**config.mk**
```make
export PLATFORM = sky130hd
export DESIGN_NAME = serial_mag_comparator_ctrl
export DESIGN_NICKNAME = d
export VERILOG_FILES = /design/src/rtl/comparator_pkg.sv /design/src/rtl/comparator_1bit_cell.sv /design/src/rtl/serial_mag_comparator_ctrl.sv
export SDC_FILE = /design/constraint.sdc
export NUM_CORES = 1
export LEC_CHECK = 0
export ABC_AREA = 1
export BUFFER_PORTS_ARGS = -buffer_cell sky130_fd_sc_hd__buf_2
export CAP_MARGIN = 40
export CORE_MARGIN = 10
export CORE_UTILIZATION = 40
export CTS_BUF_LIST = sky130_fd_sc_hd__clkbuf_2 sky130_fd_sc_hd__clkbuf_4 sky130_fd_sc_hd__clkbuf_8
export CTS_CLUSTER_DIAMETER = 30
export DETAILED_ROUTE_END_ITERATION = 8
export GPL_ROUTABILITY_DRIVEN = 0
export PLACE_DENSITY_LB_ADDON = 0.3
export SETUP_SLACK_MARGIN = 0.1
export SLEW_MARGIN = 40
export SYNTH_ARGS = -nofsm -noshare
export SYNTH_HDL_FRONTEND = slang
export SYNTH_SLANG_ARGS = --single-unit
```
**constraint.sdc**
```tcl
create_clock -name clk -period 2.4 [get_ports clk]
set_input_delay 0.36 -clock clk [delete_from_list [all_inputs] [get_ports clk]]
set_output_delay 0.36 -clock clk [all_outputs]
set_load 0.005 [all_outputs]
```
**src/rtl/comparator_pkg.sv**
```systemverilog
// Shared definitions for the comparator family: controller state encoding and
// the one-hot {GT,EQ,LT} result codes.
package comparator_pkg;

   typedef enum logic [1:0] {
      IDLE    = 2'd0,
      COMPARE = 2'd1,
      DONE    = 2'd2
   } state_t;

   // Bit order is {GT, EQ, LT}; a valid result is exactly one-hot.
   typedef logic [2:0] result_t;

   localparam result_t RES_NONE = 3'b000;
   localparam result_t RES_GT   = 3'b100;
   localparam result_t RES_EQ   = 3'b010;
   localparam result_t RES_LT   = 3'b001;

   function automatic result_t pack_result(input logic gt, input logic eq, input logic lt);
      return {gt, eq, lt};
   endfunction

endpackage

```
**src/rtl/comparator_1bit_cell.sv**
```systemverilog
// Combinational 1-bit unsigned magnitude comparator.
module comparator_1bit_cell (
   input  logic A,
   input  logic B,
   output logic GT,
   output logic EQ,
   output logic LT
);

   assign GT = A & ~B;
   assign LT = ~A & B;
   assign EQ = ~(A ^ B);

endmodule

```
**src/rtl/serial_mag_comparator_ctrl.sv**
```systemverilog
// Bit-serial magnitude comparator: walks A and B MSB first through one 1-bit
// cell, stopping at the first differing bit, and reports GT/EQ/LT with done.
module serial_mag_comparator_ctrl
   import comparator_pkg::*;
#(
   parameter int WIDTH = 8
) (
   input  logic             clk,
   input  logic             rst,
   input  logic             start,
   input  logic [WIDTH-1:0] A,
   input  logic [WIDTH-1:0] B,
   output logic             busy,
   output logic             done,
   output logic             GT,
   output logic             EQ,
   output logic             LT
);

   localparam int IDX_W = (WIDTH > 1) ? $clog2(WIDTH) : 1;
   localparam logic [IDX_W-1:0] IDX_TOP = IDX_W'(WIDTH - 1);

   state_t           state, state_n;
   result_t          res, res_n;
   logic             load, step;
   logic [WIDTH-1:0] sh_a, sh_b;
   logic [IDX_W-1:0] idx;
   logic             cell_gt, cell_eq, cell_lt;

   // The operand MSB position always holds the bit currently under test.
   comparator_1bit_cell u_cell (
      .A  (sh_a[WIDTH-1]),
      .B  (sh_b[WIDTH-1]),
      .GT (cell_gt),
      .EQ (cell_eq),
      .LT (cell_lt)
   );

   always_comb begin
      state_n = state;
      res_n   = res;
      load    = 1'b0;
      step    = 1'b0;
      case (state)
         IDLE: begin
            if (start) begin
               load    = 1'b1;
               res_n   = RES_NONE;
               state_n = COMPARE;
            end
         end
         COMPARE: begin
            if (!cell_eq) begin
               res_n   = pack_result(cell_gt, 1'b0, cell_lt);
               state_n = DONE;
            end else if (idx == '0) begin
               res_n   = RES_EQ;
               state_n = DONE;
            end else begin
               step = 1'b1;
            end
         end
         DONE: begin
            state_n = IDLE;
         end
         default: begin
            state_n = IDLE;
         end
      endcase
   end

   always_ff @(posedge clk) begin
      if (rst) begin
         state <= IDLE;
         res   <= RES_NONE;
      end else begin
         state <= state_n;
         res   <= res_n;
      end
   end

   // Operand copies and bit index are only meaningful while COMPARE runs,
   // so they carry no reset.
   always_ff @(posedge clk) begin
      if (load) begin
         sh_a <= A;
         sh_b <= B;
         idx  <= IDX_TOP;
      end else if (step) begin
         sh_a <= sh_a << 1;
         sh_b <= sh_b << 1;
         idx  <= idx - 1'b1;
      end
   end

   assign busy         = (state == COMPARE) || (state == DONE);
   assign done         = (state == DONE);
   assign {GT, EQ, LT} = res;

endmodule

```
Yosys cells after proc, flatten, opt, wreduce, memory -nomap -nowiden
Index checks and enable logic that the tools add are counted.

word-level totals
  input port bits = 19
  output and inout port bits = 5
  bits in registers = 24

operators by class
  reductions and logical operators = 7
  $add $sub $neg = 1
  bitwise logic cells = 5
  eq/ne operators = 4
  mux-type cells = 17

operator list
  cell                 number
  $mux 8               4
  $mux 3               3
  $mux 2               3
  $pmux 3 s2           1
  $mux 1               5
  $pmux 2 s2           1
  $reduce_bool 2->1    2
  $logic_not 3->1      1
  $ne 3x3->1 const B   1
  $reduce_and 3->1     1
  $sub 3x1->3 const B  1
  $and 1x1->1          2
  $eq 2x1->1 const B   1
  $eq 2x2->1 const B   1
  $logic_not 2->1      1
  $ne 2x2->1 const B   1
  $not 1->1            2
  $reduce_and 2->1     1
  $logic_or 1x1->1     1
  $xor 1x1->1          1

Longest topological paths before layout
Gate-level depths: netlist (run 1).

  word-level depth = 6
  mapped depth = 9

Hierarchy
From an unflattened synthesis (run 1), not the netlist that was laid out.

unflattened totals
  cell total of the unflattened synthesis = 96
  area total of the unflattened synthesis = 1152.4 µm²

modules (own cells, without submodules)
  module                      cells each  area an instance (µm²)  instances  seq. area each (µm²)
  serial_mag_comparator_ctrl  92          1119.8                  1          640.6
  comparator_1bit_cell        4           32.5                    1          0.0

Least setup slack after synthesis (run 1)
Ideal clock, no wire load.

  path kind = flip-flop to flip-flop
  start point = register idx[0]
  end point = register sh_a[0] (enable)
  slack = 0.717 ns
  arrival time = 1.312 ns
  data required time = 2.028 ns
  stages on the path, launching flop included = 7
  cell sequence = dfxtp_1 inv_1 ha_1 ha_1 inv_1 nand3_4 nand2_1

between the ends
  longest elaborated chain between the ends = 5

RTL lines
  element                      RTL line                          RTL
  start: declaration           serial_mag_comparator_ctrl.sv:27  logic [IDX_W-1:0] idx;
  start signal: assignment     serial_mag_comparator_ctrl.sv:92  idx <= idx - 1'b1;
  $logic_not 3->1              serial_mag_comparator_ctrl.sv:56  end else if (idx == '0) begin
  $mux 1                       serial_mag_comparator_ctrl.sv:56
  $mux 1                       serial_mag_comparator_ctrl.sv:53  if (!cell_eq) begin
  $mux 1                       serial_mag_comparator_ctrl.sv:44  case (state)
  $reduce_bool 2->1 (no line)  n/a
  end signal: assignment       serial_mag_comparator_ctrl.sv:90  sh_a <= sh_a << 1;
  end: declaration             serial_mag_comparator_ctrl.sv:26  logic [WIDTH-1:0] sh_a, sh_b;

Every way passes these cells.
A chain may end at the register's enable or synchronous reset.

Worst setup path in the final report (run 1)
  start point = register state[0]
  end point = register sh_a[4] (data pin)

between the ends
  longest elaborated chain between the ends = 3

RTL lines
  element                   RTL line                          RTL
  start: declaration        serial_mag_comparator_ctrl.sv:23  state_t state, state_n;
  start signal: assignment  serial_mag_comparator_ctrl.sv:77  state <= state_n;
  $logic_not 2->1           serial_mag_comparator_ctrl.sv:44
  $mux 1                    serial_mag_comparator_ctrl.sv:44
  $mux 8                    serial_mag_comparator_ctrl.sv:85  if (load) begin

Every way passes these cells.

==> summary.txt, run 1 <==
Status
  • Outcome: finished clean

Clock tree
  • H-tree levels: 1
  • Sinks on the clock net: 24
  • Total CTS buffers: 3
  • PostCTS Resize Cnt: 0
  • CTS tree: yes
  • Clock buffer depth: 2
  • # hold bufs at CTS: 0
  • Worst-path clk slew: 0.13 ns
  • Postcts setup bufs: 0
  • Clk_lat worst skew: 0.32 ns
  • Clock root cell: clkbuf_4

Critical path
  • Critical Path Source Type: flop
  • Worst EP required: 2.49 ns
  • Worst Setup End Kind: flop
  • Crit-path max FO: 20
  • Data arrival, critical path: 1.84 ns
  • Slowest cell on crit path: nand2_2
  • CP cell instances: inv_1 -> ha_1 -> nand2_2 -> mux2_4
  • R2r startpoint: state[0]$_SDFFE_PP0P_
  • Worst Setup SP: state[0]$_SDFFE_PP0P_
  • Crit Path Category: reg -> reg
  • Crit-path max cell delay: 0.43 ns

Layout
  • Final nets: 150
  • Final core utilization: 48.7%
  • N_diodes: 0
  • Most frequent cells in the layout: buf_2 (23), edfxtp_1 (16), inv_1 (15)
  • Most common cell after layout, fill and taps aside: buf_2
  • Area growth, synth to finish: 14.0%
  • Layout cells sized above 1: 37.2%

STA
  • Final setup violation count: 0
  • Unrepaired setup endpoints after global routing: no
  • Worst-margin pin slew: 0.557 ns
  • Max Clk Rate: 0.572 GHz
  • Setup TNS: 0 ns
  • Skew final: 0.00559 ns
  • Slew HR: 62.7%
  • Min cycle time layout: 1.75 ns
  • Final worst-path cycle share: 72.8%
  • Fin. max-slew vios: 0
  • Fin. Hold Viols: 0

Power
  • Leakage power: 0.681 nW
  • Peak supply drop: 0.484 mV
  • P per Cell Area: 1240 mW/mm²

Floorplanning
  • Chip Width: 74.9 µm
  • Area of the core: 0.00283 mm²
  • Rows: 19
  • Die Ht: 74.9 µm
  • Die footprint: 0.00562 mm²
  • Initial Util: 42.7%
  • Io pins: 24

Global routing
  • First-pass GRT wire length: 3440 µm
  • Initial antenna violation count: 0
  • Vias in the first global route: 754
  • GRT Overall Usage: 8.13%
  • GRT overflow: 0
  • Largest net degree at the start of global routing: 21

Yosys
  • Avg Cell Area, Syn: 12.7 µm²
  • Net Count, Synth: 123
  • Syn Std Cell Area: 0.00121 mm²
  • Post-synthesis sequential area ratio: 53.1%
  • Area contributors post-synth: edfxtp_1 (40%), mux2_4 (17%), dfxtp_1 (13%)
  • Yosys warns: 0
  • Distinct cells, synth: 16
  • Cell count after synthesis: 95
  • Synth top area share: 39.8%
  • Cell taking the most area after synthesis: edfxtp_1
  • #FFs+latches synth: 24

Detailed routing
  • Vias per std cell: 4.76
  • Routed length per placed instance: 13.4 µm
  • Number of routed nets with antenna violations: 0
  • Via count: 723
  • Drt total wl: 2040 µm
  • DRC Markers: 0
  • Detailed Route Iter0 Violations: 27
  • 1st-pass router iterations: 5

Placed design
  • Post-DP HPWL: 1550 µm
  • Port Buf Inserts: 23

Run
  • Max cap viols: 0

Worst hold path
  • Hold Crit Start: rst
  • Hold Crit Class: in -> reg
-- per-stage QoR --
step	area (µm²)	setup slack, ns	hold WS [ns]	total power, mW	cells
global placement	1350	0.696	0.443	1.48	148
detailed placement	1350	0.647	0.452	1.52	148
floorplan	1210	0.717	0.429	1.37	95
global route	1380	0.503	0.237	1.84	152
finish	1380	0.652	0.223	1.70	152
CTS	1380	0.630	0.212	1.73	152
-- flip-flops by register name, summed over array words and instances, names as in the netlist --
| register | flops |
|---|---|
| sh_a | 8 |
| sh_b | 8 |
| idx | 3 |
| res | 3 |
| state | 2 |
-- routing by layer --
layer / GRT usage (%) / vias to the layer above / wire length, µm
met5: 0 / - / 0
met4: 4.41 / 0 / 42
met3: 3.68 / 5 / 125
met2: 13.5 / 21 / 1020
met1: 8.41 / 324 / 847
li1: - / 373 / -
-- final cells by class --
| class | count | area, µm² |
|---|---|---|
| Clock buffer | 4 | 30.0 |
| Fill cell | 261 | 1450 |
| Inverter | 15 | 56.3 |
| Multi-Input combinational cell | 54 | 488 |
| Sequential cell | 24 | 641 |
| Tap cell | 31 | 38.8 |
| Timing Repair Buffer | 24 | 123 |
-- critical path: cells and delay by family (launching register included) --
kind,cells,cell delay (ns)
and+or+nand+nor,1,0.43
DFF,1,0.40
muxes,1,0.35
adders and majority gates,1,0.23
buffers and inverters,1,0.09
-- power breakdown --
part           total (mW)  switching [mW]  internal [mW]
sequential          0.775          0.0702          0.705
combinational       0.726           0.365          0.361
clock               0.199           0.123         0.0765
-- synth_stat cells (all sizes together) --
master / count
a21boi: 1
a21oi: 3
buf: 2
dfxtp: 8
edfxtp: 16
ha: 9
inv: 15
mux2: 14
nand2: 11
nand3: 2
nand4: 3
nor2: 6
o211ai: 2
o21ai: 3
-- cell families after synthesis --
kind of cell	synth area share, %
flops	53.1
fa+ha+maj	9.33
simple gates	9.33
buf+inv	6.53
compound gates	4.35
mux	17.4
-- final timing paths --
kind	endpoint	slack (ns)	cells after the start
max	sh_a[4]$_DFFE_PP_	0.65	4
min	res[0]$_SDFFE_PP0P_	0.22	2
max reg2reg	sh_a[4]$_DFFE_PP_	0.65	4
min reg2reg	res[2]$_SDFFE_PP0P_	0.47	2
Power figures use the tool's default switching activity.
==> run 2, diff against run 1 <==
==> constraint.sdc (replaced) <==
create_clock -name clk -period 1.5 [get_ports clk]
set_input_delay 0.225 -clock clk [delete_from_list [all_inputs] [get_ports clk]]
set_output_delay 0.225 -clock clk [all_outputs]
set_load 0.005 [all_outputs]
==> run 2 against run 1 <==
First-iteration DRC count is 7.4% higher. Highest routed layer unchanged. Combinational power rose to 2.5 times the previous value. Global-route usage grew 0.44 points. Sequential cell count unchanged. Largest power group is now combinational cells. Register-to-register slack worse by 0.54 ns. Count of clock-buffer cells in the layout is 1 lower. Clock skew fell by 0.0017 ns. Worst setup slack got worse by 0.54 ns.
==> summary.txt, run 2 (same netlist as run 1, synthesis figures left out) <==
Critical path
  • Crit Path Category: reg -> reg
  • Worst Setup End Kind: flop
  • Critical Path Source Type: flop
  • Worst EP required: 1.59 ns (-0.90 ns)
  • Crit-path max cell delay: 0.39 ns (-0.04 ns)
  • Data arrival, critical path: 1.48 ns (-0.36 ns)
  • Crit-path max FO: 5 (-75%)
  • CP cell instances: inv_4 -> ha_4 -> nand2_8 -> clkbuf_16 -> mux2_4
  • Slowest cell on crit path: dfxtp_2

STA
  • Slew HR: 83.8% (+21 points)
  • Fin. Hold Viols: 0 (unchanged)
  • Setup TNS: 0 ns (unchanged)
  • Worst-margin pin slew: 0.242 ns (-0.315 ns)
  • Setup slack after layout: 0.114 ns (-0.538 ns)
  • Min cycle time layout: 1.39 ns (-0.362 ns)
  • Max Clk Rate: 0.721 GHz (+26%)
  • Final setup violation count: 0 (unchanged)
  • Final worst-path cycle share: 92.4% (+20 points)
  • Unrepaired setup endpoints after global routing: yes
  • Fin. max-slew vios: 0 (unchanged)
  • Skew final: 0.00386 ns (-0.00172 ns)

Global routing
  • Busiest layer in global routing: met2
  • GRT Overall Usage: 8.57% (+0.44 points)
  • GRT overflow: 0 (unchanged)
  • Initial antenna violation count: 0 (unchanged)
  • Met2 GRT Util: 13.9% (+0.38 points)
  • Vias in the first global route: 782 (+3.7%)
  • First-pass GRT wire length: 3710 µm (+8.0%)
  • Largest net degree at the start of global routing: 15 (-29%)
  • Met1 GRT Util: 10.6% (+2.2 points)
  • Met3 Track Usage GR: 2.37% (-1.3 points)

Layout
  • Final core utilization: 59.1% (+10 points)
  • Most common cell after layout, fill and taps aside: buf_2
  • Area growth, synth to finish: 38.4%
  • Most frequent cells in the layout: buf_2 (23), edfxtp_1 (16), mux2_4 (14)
  • N_diodes: 0 (unchanged)
  • # fillers: 234 (-10%)
  • Fin area: 0.00167 mm² (+21%)
  • Layout cells sized above 1: 56.7% (+20 points)
  • Largest regs: sh_a (8), sh_b (8)
  • Final nets: 163 (+8.7%)

Clock tree
  • Sinks on the clock net: 24 (unchanged)
  • Clk_lat worst skew: 0.32 ns (about the same)
  • Clock buffer depth: 2 (unchanged)
  • Total CTS buffers: 3 (unchanged)
  • CTS tree: yes
  • Worst-path clk slew: 0.14 ns (about the same)
  • H-tree levels: 1 (unchanged)
  • Clock root cell: clkbuf_4

Detailed routing
  • DRC Markers: 0 (unchanged)
  • Number of routed nets with antenna violations: 0 (unchanged)
  • Routed length per placed instance: 14.7 µm (+9.5%)
  • Drt total wl: 2420 µm (+19%)
  • 1st-pass router iterations: 4 (-1)
  • Vias per std cell: 4.93 (+3.7%)
  • Via count: 814 (+13%)
  • Detailed Route Iter0 Violations: 29 (+7.4%)

Floorplanning
  • Chip Width: 74.9 µm (unchanged)
  • Area of the core: 0.00283 mm² (unchanged)
  • Die footprint: 0.00562 mm² (unchanged)
  • Rows: 19 (unchanged)
  • Initial Util: 42.7% (unchanged)
  • Io pins: 24 (unchanged)
  • Die Ht: 74.9 µm (unchanged)

Worst hold path
  • Hold Crit Class: in -> reg

Power
  • Peak supply drop: 0.886 mV (+83%)
  • P per Cell Area: 2150 mW/mm² (+74%)
  • Leakage power: 0.771 nW (+13%)
  • PnR Total Power: 3.60 mW (+110%)

Placed design
  • Port Buf Inserts: 23 (unchanged)
  • Post-DP HPWL: 1590 µm (+2.1%)
  • Placed Instance Area: 0.00139 mm² (+3.0%)
  • Setup WS pre-CTS: -0.0194 ns (-0.666 ns)

Status
  • Outcome: finished clean

Run
  • Max cap viols: 0 (unchanged)
==> run 2: cell count changes in the layout (fill, tap and decap cells not counted), sizes merged <==
cell,previous run,this run
buf,24,34
bufinv,0,1
nand2,11,12
nand3,2,3
==> run 2: path summary, 6_finish.rpt <==
check	start	endpoint	slack (ns)	cells past startpoint
setup / recovery	state[1]$_SDFFE_PP0P_	sh_b[5]$_DFFE_PP_	0.11	5
hold / removal	rst	res[1]$_SDFFE_PP0P_	0.09	2
setup reg to reg	state[1]$_SDFFE_PP0P_	sh_b[5]$_DFFE_PP_	0.11	5
hold reg to reg	res[1]$_SDFFE_PP0P_	res[1]$_SDFFE_PP0P_	0.47	2
==> run 2: what timing repair did <==
| action | 4_1_cts | 5_1_grt |
|---|---|---|
| pin swaps | 4 | 9 |
| setup buffers | 4 | 5 |
| endpoints found under the setup margin | 37 | 38 |
| hold buffers | 0 | 0 |
| gates cloned | 3 | 1 |
| resized for setup | 16 | 11 |
==> run 2: through the flow <==
step | hold WS, ns | instances
floorplan | 0.294 | 95
global placement | 0.431 | 149
detailed placement | 0.432 | 149
CTS | 0.0751 | 160
global route | 0.0831 | 165
finish | 0.0854 | 165
==> run 2: worst max-delay path: cells and delay by family, from the launching register on <==
kind                       cells  cell delay, ns
buffers and inverters          2            0.21
and+or+nand+nor                1            0.09
muxes                          1            0.29
DFF                            1            0.39
adders and majority gates      1            0.18
==> run 2: cell type report <==
class	count	area (µm²)	share of cell area, %
flip-flops and latches	24	646	38.6
repair buffers	35	255	15.3
clock inverters	1	30.0	1.80
multi-input cells	56	618	37.0
inverters	15	61.3	3.67
well taps	31	38.8	2.32
clock buffers	3	22.5	1.35
==> run 2: metal layers <==
| layer | vias to the layer above | wire (µm) | part of all wire, % |
|---|---|---|---|
| met1 | 391 | 1100 | 45 |
| met5 | - | 0 | 0 |
| met4 | 0 | 8 | 0.33 |
| li1 | 407 | - | - |
| met3 | 2 | 104 | 4.3 |
| met2 | 14 | 1210 | 50 |
==> run 2: report_power, final <==
group | total, mW | switching, mW | internal, mW | leakage (nW)
Combinational | 1.85 | 0.853 | 1.00 | 0.523
Clock | 0.477 | 0.207 | 0.270 | 0.0279
Sequential | 1.27 | 0.131 | 1.14 | 0.220
Total | 3.60 | 1.19 | 2.41 | 0.771
==> run 3, diff against run 2 <==
--- a/config.mk
+++ b/config.mk
@@ -8,6 +8,8 @@
 export ABC_AREA = 1
 export BUFFER_PORTS_ARGS = -buffer_cell sky130_fd_sc_hd__buf_2
 export CAP_MARGIN = 40
+export CELL_PAD_IN_SITES_DETAIL_PLACEMENT = 1
+export CELL_PAD_IN_SITES_GLOBAL_PLACEMENT = 1
 export CORE_MARGIN = 10
 export CORE_UTILIZATION = 40
 export CTS_BUF_LIST = sky130_fd_sc_hd__clkbuf_2 sky130_fd_sc_hd__clkbuf_4 sky130_fd_sc_hd__clkbuf_8
==> run 3 against run 2 <==
First-iteration DRC count fell by 38%. Largest power group unchanged. Hold slack improved by 0.0013 ns. Count of clock-buffer cells in the layout unchanged. Sequential power hardly changed. Die area unchanged.
==> summary.txt, run 3 (same netlist as run 1, synthesis figures left out) <==
Critical path
  • Worst EP required: 1.74 ns (+0.15 ns)
  • Crit Reg-Reg Endpoint: state[1]$_SDFFE_PP0P_
  • CP cell instances: ha_4 -> nand3_4 -> nand2_4 -> inv_4 -> nor2_4 -> nor2_1
  • Slowest cell on crit path: edfxtp_1
  • R2r startpoint: sh_a[7]$_DFFE_PP_
  • Crit Path Category: reg -> reg
  • Crit-path max FO: 8 (+3)
  • Critical Path Source Type: flop
  • Crit-path max cell delay: 0.47 ns (+0.08 ns)
  • Worst Setup End Kind: flop
  • Data arrival, critical path: 1.69 ns (+0.21 ns)
  • R2R depth: 6 (+1)
  • Reg2reg setup slack: 0.04 ns (-0.07 ns)

STA
  • Worst-margin pin slew: 0.244 ns (+0.00163 ns)
  • WHS: 0.0867 ns (+0.00131 ns)
  • Skew final: 0.00782 ns (+0.00396 ns)
  • Slew HR: 83.7% (-0.11 points)
  • Min cycle time layout: 1.46 ns (+0.0725 ns)
  • Setup TNS: 0 ns (unchanged)
  • Fin. Hold Viols: 0 (unchanged)
  • Unrepaired setup endpoints after global routing: yes
  • Final worst-path cycle share: 97.2% (+4.8 points)
  • Max Clk Rate: 0.686 GHz (-5.0%)
  • Fin. max-slew vios: 0 (unchanged)
  • Final setup violation count: 0 (unchanged)

Clock tree
  • H-tree levels: 1 (unchanged)
  • Total CTS buffers: 3 (unchanged)
  • Clk_lat worst skew: 0.33 ns (about the same)
  • Sinks on the clock net: 24 (unchanged)
  • Worst-path clk slew: 0.15 ns (about the same)
  • CTS tree: yes
  • Clock root cell: clkbuf_4
  • # hold bufs at CTS: 0 (unchanged)
  • Clock buffer depth: 2 (unchanged)

Worst hold path
  • Hold Crit Class: in -> reg
  • Hold Crit Start: rst
  • Hold Crit Endpoint: res[1]$_SDFFE_PP0P_
  • WHS Path Cells: 2 (unchanged)

Floorplanning
  • Chip Width: 74.9 µm (unchanged)
  • Initial Util: 42.7% (unchanged)
  • Die footprint: 0.00562 mm² (unchanged)
  • Rows: 19 (unchanged)
  • Area of the core: 0.00283 mm² (unchanged)
  • Io pins: 24 (unchanged)
  • Die Ht: 74.9 µm (unchanged)

Layout
  • Final nets: 165 (+1.2%)
  • Area growth, synth to finish: 39.0%
  • N_diodes: 0 (unchanged)
  • Final Non-Filler Cells: 167 (+1.2%)
  • Layout cells sized above 1: 58.1% (+1.4 points)
  • Most common cell after layout, fill and taps aside: buf_2
  • # fillers: 298 (+27%)
  • Most frequent cells in the layout: buf_2 (23), edfxtp_1 (16), mux2_4 (14)
  • Largest regs: sh_a (8), sh_b (8)
  • Final core utilization: 59.3% (+0.22 points)

Detailed routing
  • Number of routed nets with antenna violations: 0 (unchanged)
  • Detailed Route Iter0 Violations: 18 (-38%)
  • Drt total wl: 2860 µm (+18%)
  • Via count: 825 (+1.4%)
  • DRC Markers: 0 (unchanged)
  • Routed length per placed instance: 17.1 µm (+17%)
  • Vias per std cell: 4.94 (+0.14%)
  • 1st-pass router iterations: 2 (-2)

Power
  • Switching Share: 33.8% (+0.74 points)
  • Switching power: 1.24 mW (+4.3%)
  • P per Cell Area: 2190 mW/mm² (+1.6%)
  • P_int: 2.43 mW (+0.84%)
  • Comb pwr share: 52.2% (+0.7 points)
  • Peak supply drop: 0.964 mV (+8.8%)
  • Clock power share: 13.3% (about the same)
  • Leakage power: 0.787 nW (+2.0%)
  • Flop pwr share: 34.4% (-0.8 points)

Global routing
  • Vias in the first global route: 902 (+15%)
  • GRT Overall Usage: 10.2% (+1.6 points)
  • Initial antenna violation count: 0 (unchanged)
  • Largest net degree at the start of global routing: 15 (unchanged)
  • First-pass GRT wire length: 4330 µm (+17%)
  • GRT overflow: 0 (unchanged)

Placed design
  • Post-DP HPWL: 1830 µm (+15%)
  • Port Buf Inserts: 23 (unchanged)
  • Post-Place Cells: 150 (+0.67%)

Status
  • Outcome: finished clean

Run
  • Max cap viols: 0 (unchanged)
run 3: what timing repair did:
| action | CTS | global route |
|---|---|---|
| gates cloned | 2 | 0 |
| setup buffers | 6 | 5 |
| pin swaps | 6 | 7 |
| gates resized for setup | 20 | 11 |
| setup endpoints to repair | 37 | 34 |
run 3: area by class of cell:
| class | instances | area [µm²] | share of cell area (%) |
|---|---|---|---|
| sequential | 24 | 646 | 38.5 |
| multi-input combinational | 55 | 599 | 35.7 |
| timing repair buffer | 38 | 280 | 16.7 |
| inverter | 15 | 61.3 | 3.65 |
| tap | 31 | 38.8 | 2.31 |
| clock inverter | 1 | 30.0 | 1.79 |
| clock buffer | 3 | 22.5 | 1.34 |
run 3: worst max-delay path by stage:
stage | startpoint | to | slack, ns | depth (start not counted)
after CTS | idx[1]$_SDFFE_PP1P_ | sh_a[1]$_DFFE_PP_ | 0.09 | 6
after global placement | idx[0]$_SDFFE_PP1P_ | sh_b[0]$_SDFFCE_PN0P_ | -0.003 | 6
after floorplan | idx[0]$_SDFFE_PP1P_ | sh_a[0]$_SDFFCE_PN0P_ | 0.11 | 6
after global routing | sh_a[7]$_DFFE_PP_ | state[1]$_SDFFE_PP0P_ | -0.03 | 6
final | sh_a[7]$_DFFE_PP_ | state[1]$_SDFFE_PP0P_ | 0.04 | 6
after detailed placement | idx[0]$_SDFFE_PP1P_ | sh_b[0]$_SDFFCE_PN0P_ | -0.04 | 6
run 3: critical path: cells and delay by family, from the launching register on:
| family | cells | cell delay (ns) |
|---|---|---|
| adders and majority gates | 1 | 0.32 |
| and+or+nand+nor | 4 | 0.51 |
| buffers and inverters | 1 | 0.05 |
| DFF | 1 | 0.47 |
run 3: routing by layer:
metal	wire length (µm)	GRT usage [%]	vias to the layer above
met3	128	2.23	4
li1	-	-	412
met2	1510	17.9	15
met4	42	5.04	0
met5	0	0	-
met1	1180	11.4	394
run 3: power groups by stage:
stage	logic, mW	registers [mW]	clock network (mW)
finish	1.92	1.26	0.488
floorplan	1.03	1.22	0
global route	2.11	1.31	0.517
CTS	1.69	1.26	0.500
detailed placement	1.31	1.27	0
global placement	1.25	1.25	0
run 3: per-stage QoR:
stage | setup slack (ns) | area [µm²] | power, mW
floorplan | 0.106 | 1230 | 2.26
global placement | -0.00258 | 1390 | 2.50
detailed placement | -0.0368 | 1390 | 2.58
CTS | 0.0913 | 1600 | 3.45
global route | -0.0265 | 1680 | 3.93
finish | 0.0413 | 1680 | 3.67
